File: config.mk
export PLATFORM = sky130hd
export DESIGN_NAME = chroma_key_ctrl_flat
export DESIGN_NICKNAME = d
export VERILOG_FILES = /design/src/rtl/chroma_key_ctrl_if.sv /design/src/rtl/chroma_key_ctrl.sv /design/src/flat_wrapper.sv
export SDC_FILE = /design/constraint.sdc
export NUM_CORES = 1
export LEC_CHECK = 0
export BUFFER_PORTS_ARGS = -buffer_cell sky130_fd_sc_hd__buf_2
export CAP_MARGIN = 0
export CORE_UTILIZATION = 55
export CTS_CLUSTER_SIZE = 24
export DETAILED_ROUTE_END_ITERATION = 7
export GPL_TIMING_DRIVEN = 0
export HOLD_SLACK_MARGIN = 0.12
export PLACE_DENSITY = 0.79
export SETUP_SLACK_MARGIN = 0.2
export SLEW_MARGIN = 10
export SYNTH_ARGS = -nofsm -noshare
export SYNTH_HDL_FRONTEND = slang
export SYNTH_SLANG_ARGS = --single-unit
File: constraint.sdc
create_clock -name clk -period 2.15 [get_ports clk]
set_input_delay 0.215 -clock clk [delete_from_list [all_inputs] [get_ports clk]]
set_output_delay 0.215 -clock clk [all_outputs]
set_load 0.005 [all_outputs]
File: src/rtl/chroma_key_ctrl_if.sv
// Register-write port of the chroma-key controller: valid/ready handshake
// carrying a 2-bit address and 8-bit data.
interface chroma_key_ctrl_if;
  logic       cfg_valid;
  logic       cfg_ready;
  logic [1:0] cfg_addr;
  logic [7:0] cfg_wdata;

  modport master (output cfg_valid, output cfg_addr, output cfg_wdata, input cfg_ready);
  modport slave  (input cfg_valid, input cfg_addr, input cfg_wdata, output cfg_ready);
endinterface

File: src/rtl/chroma_key_ctrl.sv
// Frame-synchronous chroma-key threshold controller: shadow registers committed
// to the active thresholds on frame_start, plus per-frame pixel statistics.
module chroma_key_ctrl #(
  parameter logic [7:0]  DEF_G_MIN  = 8'd128,
  parameter logic [7:0]  DEF_RG_MAX = 8'd96,
  parameter int unsigned CNT_W      = 20
) (
  input  logic                 clk,
  input  logic                 rst,
  chroma_key_ctrl_if.slave     cfg,
  input  logic                 frame_start,
  input  logic                 i_pixel_valid,
  output logic [7:0]           G_min,
  output logic [7:0]           RG_max,
  output logic                 busy,
  output logic                 commit_done,
  output logic [CNT_W-1:0]     pixel_cnt,
  output logic [15:0]          frame_cnt
);

  typedef enum logic {IDLE, PENDING} state_t;

  state_t           state, state_nxt;
  logic [7:0]       sh_gmin, sh_rgmax;
  logic             sh_key_en;
  logic             wr_acc, commit_req, commit;
  logic [CNT_W-1:0] run_cnt, run_inc;

  assign cfg.cfg_ready = (state == IDLE);
  assign busy          = (state == PENDING);
  assign wr_acc        = cfg.cfg_valid && cfg.cfg_ready;
  assign commit_req    = wr_acc && (cfg.cfg_addr == 2'd2) && cfg.cfg_wdata[1];
  // Only a commit already pending before this edge may use this frame_start.
  assign commit        = (state == PENDING) && frame_start;

  always_comb begin
    state_nxt = state;
    case (state)
      IDLE:    if (commit_req)  state_nxt = PENDING;
      PENDING: if (frame_start) state_nxt = IDLE;
      default: state_nxt = IDLE;
    endcase
  end

  always_ff @(posedge clk or negedge rst) begin
    if (!rst) state <= IDLE;
    else      state <= state_nxt;
  end

  always_ff @(posedge clk or negedge rst) begin
    if (!rst) begin
      sh_gmin   <= DEF_G_MIN;
      sh_rgmax  <= DEF_RG_MAX;
      sh_key_en <= 1'b1;
    end else if (wr_acc) begin
      case (cfg.cfg_addr)
        2'd0:    sh_gmin   <= cfg.cfg_wdata;
        2'd1:    sh_rgmax  <= cfg.cfg_wdata;
        2'd2:    sh_key_en <= cfg.cfg_wdata[0];
        default: ;
      endcase
    end
  end

  // Bypass forces G_min above any expanded green value so nothing is keyed.
  always_ff @(posedge clk or negedge rst) begin
    if (!rst) begin
      G_min       <= DEF_G_MIN;
      RG_max      <= DEF_RG_MAX;
      commit_done <= 1'b0;
    end else begin
      commit_done <= commit;
      if (commit) begin
        G_min  <= sh_key_en ? sh_gmin : 8'hFF;
        RG_max <= sh_rgmax;
      end
    end
  end

  assign run_inc = (i_pixel_valid && (run_cnt != '1)) ? run_cnt + 1'b1 : run_cnt;

  always_ff @(posedge clk or negedge rst) begin
    if (!rst) begin
      run_cnt   <= '0;
      pixel_cnt <= '0;
      frame_cnt <= '0;
    end else if (frame_start) begin
      pixel_cnt <= run_inc;
      run_cnt   <= '0;
      frame_cnt <= frame_cnt + 16'd1;
    end else begin
      run_cnt   <= run_inc;
    end
  end

endmodule

File: src/flat_wrapper.sv
// flat-port wrapper written by rule: the top's interface ports become plain ports
module chroma_key_ctrl_flat 
#(
  parameter logic [7:0]  DEF_G_MIN  = 8'd128,
  parameter logic [7:0]  DEF_RG_MAX = 8'd96,
  parameter int unsigned CNT_W      = 20
)
  (clk, rst, frame_start, i_pixel_valid, G_min, RG_max, busy, commit_done, pixel_cnt, frame_cnt, cfg_cfg_valid, cfg_cfg_addr, cfg_cfg_wdata, cfg_cfg_ready);
  chroma_key_ctrl_if cfg_i ();
  input  logic clk;
  input  logic rst;
  input  logic frame_start;
  input  logic i_pixel_valid;
  output logic [7:0] G_min;
  output logic [7:0] RG_max;
  output logic busy;
  output logic commit_done;
  output logic [CNT_W-1:0] pixel_cnt;
  output logic [15:0] frame_cnt;
  input wire logic [$bits(cfg_i.cfg_valid)-1:0] cfg_cfg_valid;
  input wire logic [$bits(cfg_i.cfg_addr)-1:0] cfg_cfg_addr;
  input wire logic [$bits(cfg_i.cfg_wdata)-1:0] cfg_cfg_wdata;
  output wire logic [$bits(cfg_i.cfg_ready)-1:0] cfg_cfg_ready;
  assign cfg_i.cfg_valid = cfg_cfg_valid;
  assign cfg_i.cfg_addr = cfg_cfg_addr;
  assign cfg_i.cfg_wdata = cfg_cfg_wdata;
  assign cfg_cfg_ready = cfg_i.cfg_ready;
  chroma_key_ctrl #(.DEF_G_MIN(DEF_G_MIN), .DEF_RG_MAX(DEF_RG_MAX), .CNT_W(CNT_W)) u_core (.clk(clk), .rst(rst), .cfg(cfg_i), .frame_start(frame_start), .i_pixel_valid(i_pixel_valid), .G_min(G_min), .RG_max(RG_max), .busy(busy), .commit_done(commit_done), .pixel_cnt(pixel_cnt), .frame_cnt(frame_cnt));
endmodule
==> reports/results.md <==
## Outcome
- status: finished clean

## Synthesis
- proportion of synthesized flip-flops having asynchronous set or reset: 1.00
- number of enable flip-flop cells after synthesis: 0
- count of different cell masters after synthesis: 42
- Seq/Total Area, Yosys: 0.574
- biggest area contributors in the synthesized netlist: sky130_fd_sc_hd__dfrtp_1 53%, sky130_fd_sc_hd__mux2_2 7.6%, sky130_fd_sc_hd__dfstp_2 4.6%
- dominant synthesized flop cell: sky130_fd_sc_hd__dfrtp_1
- count of warnings emitted by yosys: 0
- Synth Cell Area: 0.00399 sq mm
- cell count after synthesis: 344
- average size of a mapped cell: 11.6 sq um
- dominant cell type by area after synthesis: sky130_fd_sc_hd__dfrtp_1
- flip-flop and latch count after synthesis: 91
- portion of synthesized cell area occupied by the leading cell type: 0.527
- Syn Nets: 361

## Finish
- NumNets Final: 448
- number of antenna repair diodes: 0
- layout cells sized above 1: 0.312
- area growth from synthesis to final layout: 19.8%
- most common library cell in the layout ignoring fill and taps: sky130_fd_sc_hd__dfrtp_1
- commonest non-fill, non-tap cells in the layout: 84 x sky130_fd_sc_hd__dfrtp_1, 66 x sky130_fd_sc_hd__buf_2, 38 x sky130_fd_sc_hd__nor2_1
- Final Non-Filler Cells: 532

## Power
- power per cell area: 878 mW/mm^2
- fraction of power consumed by the clock network: 0.305
- net switching power: 1120 uW
- internal cell power: 3070 uW
- total design power: 4190 uW
- VDD IR-drop max: 597 uV
- sequential power share: 0.529
- static leakage power: 0.00227 uW
- fraction of power spent switching nets: 0.266
- share of total power in combinational logic: 0.166

## Detailed routing
- remaining routing DRC violations: 0
- vias after detailed routing: 2826
- drt total wl: 7.69 mm
- mean routed wirelength per cell: 14.4 um
- TritonRoute pass-1 iters: 4
- number of DRC markers after the initial detailed-route iteration: 158
- via density per instance: 5.31
- post-detailed-route count of antenna-violating nets: 0

## Worst setup path
- endpoint arrival time on the critical path: 2110 ps
- data required time at the worst endpoint: 2390 ps
- critical path class: reg -> reg
- Critical Path Slowest Stage Cell: sky130_fd_sc_hd__nor4b_2
- Setup crit start: u_core.busy
- cell-by-cell listing of the critical path: nor4b_2, mux2_2
- Worst R2R Start: u_core.busy
- endpoint kind of the worst setup timing path: flop
- dominant delay contributor by cell family on the critical path: simple AND/OR/NAND/NOR gates
- largest stage delay on the critical path: 890 ps
- maximum fanout along the worst path: 8
- Worst Path Buf+Inv: 0
- crit path launch type: flop

## Placement
- # port buffers: 67
- routability cong.: 0.841
- instance count after placement with tap cells included: 508
- HPWL reported at the end of detailed placement: 5.48 mm

## Floorplanning
- DIE WIDTH: 87.1 um
- area of the placeable core: 0.00691 sq mm
- vertical die dimension: 87.1 um
- # IOs: 70
- Initial Utilization: 0.577
- num rows: 30
- die area: 0.00759 sq mm

## STA
- final clock period utilization by the worst path: 0.870
- count of final hold-check violations: 0
- Least-Margin Pin Slew: 1060 ps
- setup violation total in the final timing report: 0
- relative slew slack: 0.292
- setup TNS: 0 ps
- maximum clock frequency: 535 MHz
- total count of max-transition violations in the final report: 0
- setup repair after global routing missed its margin: false
- Min Clock Period, post-route: 1870 ps
- Layout Skew: 6.29 ps

## Worst hold path
- Worst Min Path Start: cfg_cfg_wdata[0]
- type of the most critical hold path: in -> reg

## Global route
- largest net degree at the start of global routing: 63
- total global routing track utilization: 0.222
- global-route wire length before repair: 12.9 mm
- met2 usage: 0.340
- most heavily used metal layer in global routing: met2
- via count of the first global-routing pass: 2731
- leftover overflow at the end of global routing: 0
- number of antenna violations at the first check in global routing: 0
- GR Layer Usage met3: 0.0427
- met1 demand-to-capacity share in global routing: 0.310

## Clock tree
- clock-pin slew on the worst setup and hold paths: 90 ps
- clk sinks: 91
- TritonCTS Buffers: 9
- clock latency on the worst-skew pair: 350 ps
- Max Buffers Root-to-Sink: 2
- buffers inserted during post-CTS setup optimization: 0
- Clk Tree Root Cell: sky130_fd_sc_hd__clkbuf_8
- clock tree from TritonCTS: built
- total number of H-tree levels: 3

## Flow run
- Maximum Capacitance Violations: 0

## worst reg2reg max path, cell delays in order (launching register included)
cell,delay (ps)
sky130_fd_sc_hd__dfrtp_1,450
sky130_fd_sc_hd__nor4b_2,890
sky130_fd_sc_hd__mux2_2,420
## registers in the layout, indices dropped and copies added (netlist names)
| register | flops |
|---|---|
| u_core.commit_done | 1 |
| u_core.busy | 1 |
| u_core.sh_key_en | 1 |
| u_core.RG_max | 8 |
| u_core.frame_cnt | 16 |
| u_core.G_min | 8 |
| u_core.sh_gmin | 8 |
| u_core.sh_rgmax | 8 |
| u_core.pixel_cnt | 20 |
| u_core.run_cnt | 20 |
## layer usage
metal  share of wire  routed length (um)
met3           0.037                 287
met5               0                   0
met4           0.020                 150
met2            0.47                3650
met1            0.47                3600
## path summary, 6_finish.rpt
path | endpoint | slack [ps] | cells after the start
min reg2reg | u_core.frame_cnt[15] | 460 | 1
max in group asynchronous | u_core.sh_rgmax[6] | 1150 | 3
max | u_core.sh_gmin[0] | 280 | 2
max reg2reg | u_core.sh_gmin[0] | 280 | 2
min | u_core.sh_key_en | 130 | 2
min in group asynchronous | u_core.pixel_cnt[4] | 330 | 2
## cells by family (layout without fill, tap and decap cells)
logic type               Yosys count  after routing  share of synthesized area
buffers and inverters             20            112                     0.0267
adder cells (fa/ha/maj)            2              2                    0.00628
AND/OR/NAND/NOR                  129            129                      0.178
XOR/XNOR                          28             28                     0.0615
multiplexers                      34             34                     0.0951
flip-flops                        91             91                      0.574
AO/OA/AOI/OAI                     40             40                     0.0590
## cell usage after synthesis (9+ instances only)
cell type and instances:
sky130_fd_sc_hd__dfrtp_1 84, sky130_fd_sc_hd__xnor2_1 17, sky130_fd_sc_hd__nand3_1 14, sky130_fd_sc_hd__inv_1 9, sky130_fd_sc_hd__nand2_1 25, sky130_fd_sc_hd__nor2_1 38, sky130_fd_sc_hd__nand4_1 10, sky130_fd_sc_hd__o21ai_0 10
sky130_fd_sc_hd__nor2b_1 9, sky130_fd_sc_hd__a21oi_1 22, sky130_fd_sc_hd__xor2_1 11, sky130_fd_sc_hd__mux2_2 27
## power by group through the flow
stage / Combinational [uW] / Sequential, uW / Clock [uW]
CTS: 708 / 2220 / 1310
finish: 696 / 2220 / 1280
floorplan: 337 / 2240 / 0
global route: 787 / 2260 / 1390
global placement: 658 / 2230 / 0
detailed placement: 695 / 2250 / 0
## metrics by stage
stage	utilization	hold WS [ps]	area, sq um	setup WS, ps
finish	0.691	133	4770	279
global route	0.691	121	4770	222
CTS	0.691	123	4770	288
detailed placement	0.647	173	4470	305
global placement	0.643	451	4440	92.5
floorplan	-	-80.6	3990	443
## layout make-up
class | instances | area [sq um]
buffer | 11 | 72.6
tap | 96 | 120
inverter | 9 | 33.8
fill | 534 | 2130
clock buffer | 9 | 124
timing repair buffer | 76 | 445
clock inverter | 7 | 98.8
multi-input combinational | 233 | 1590
sequential | 91 | 2290
## what timing repair did
item	in CTS	in global routing
setup endpoints to repair	0	0
endpoints found under the hold margin	42	0
resized for setup	0	0
hold buffers	8	0
(Power assumes the default switching activity.)
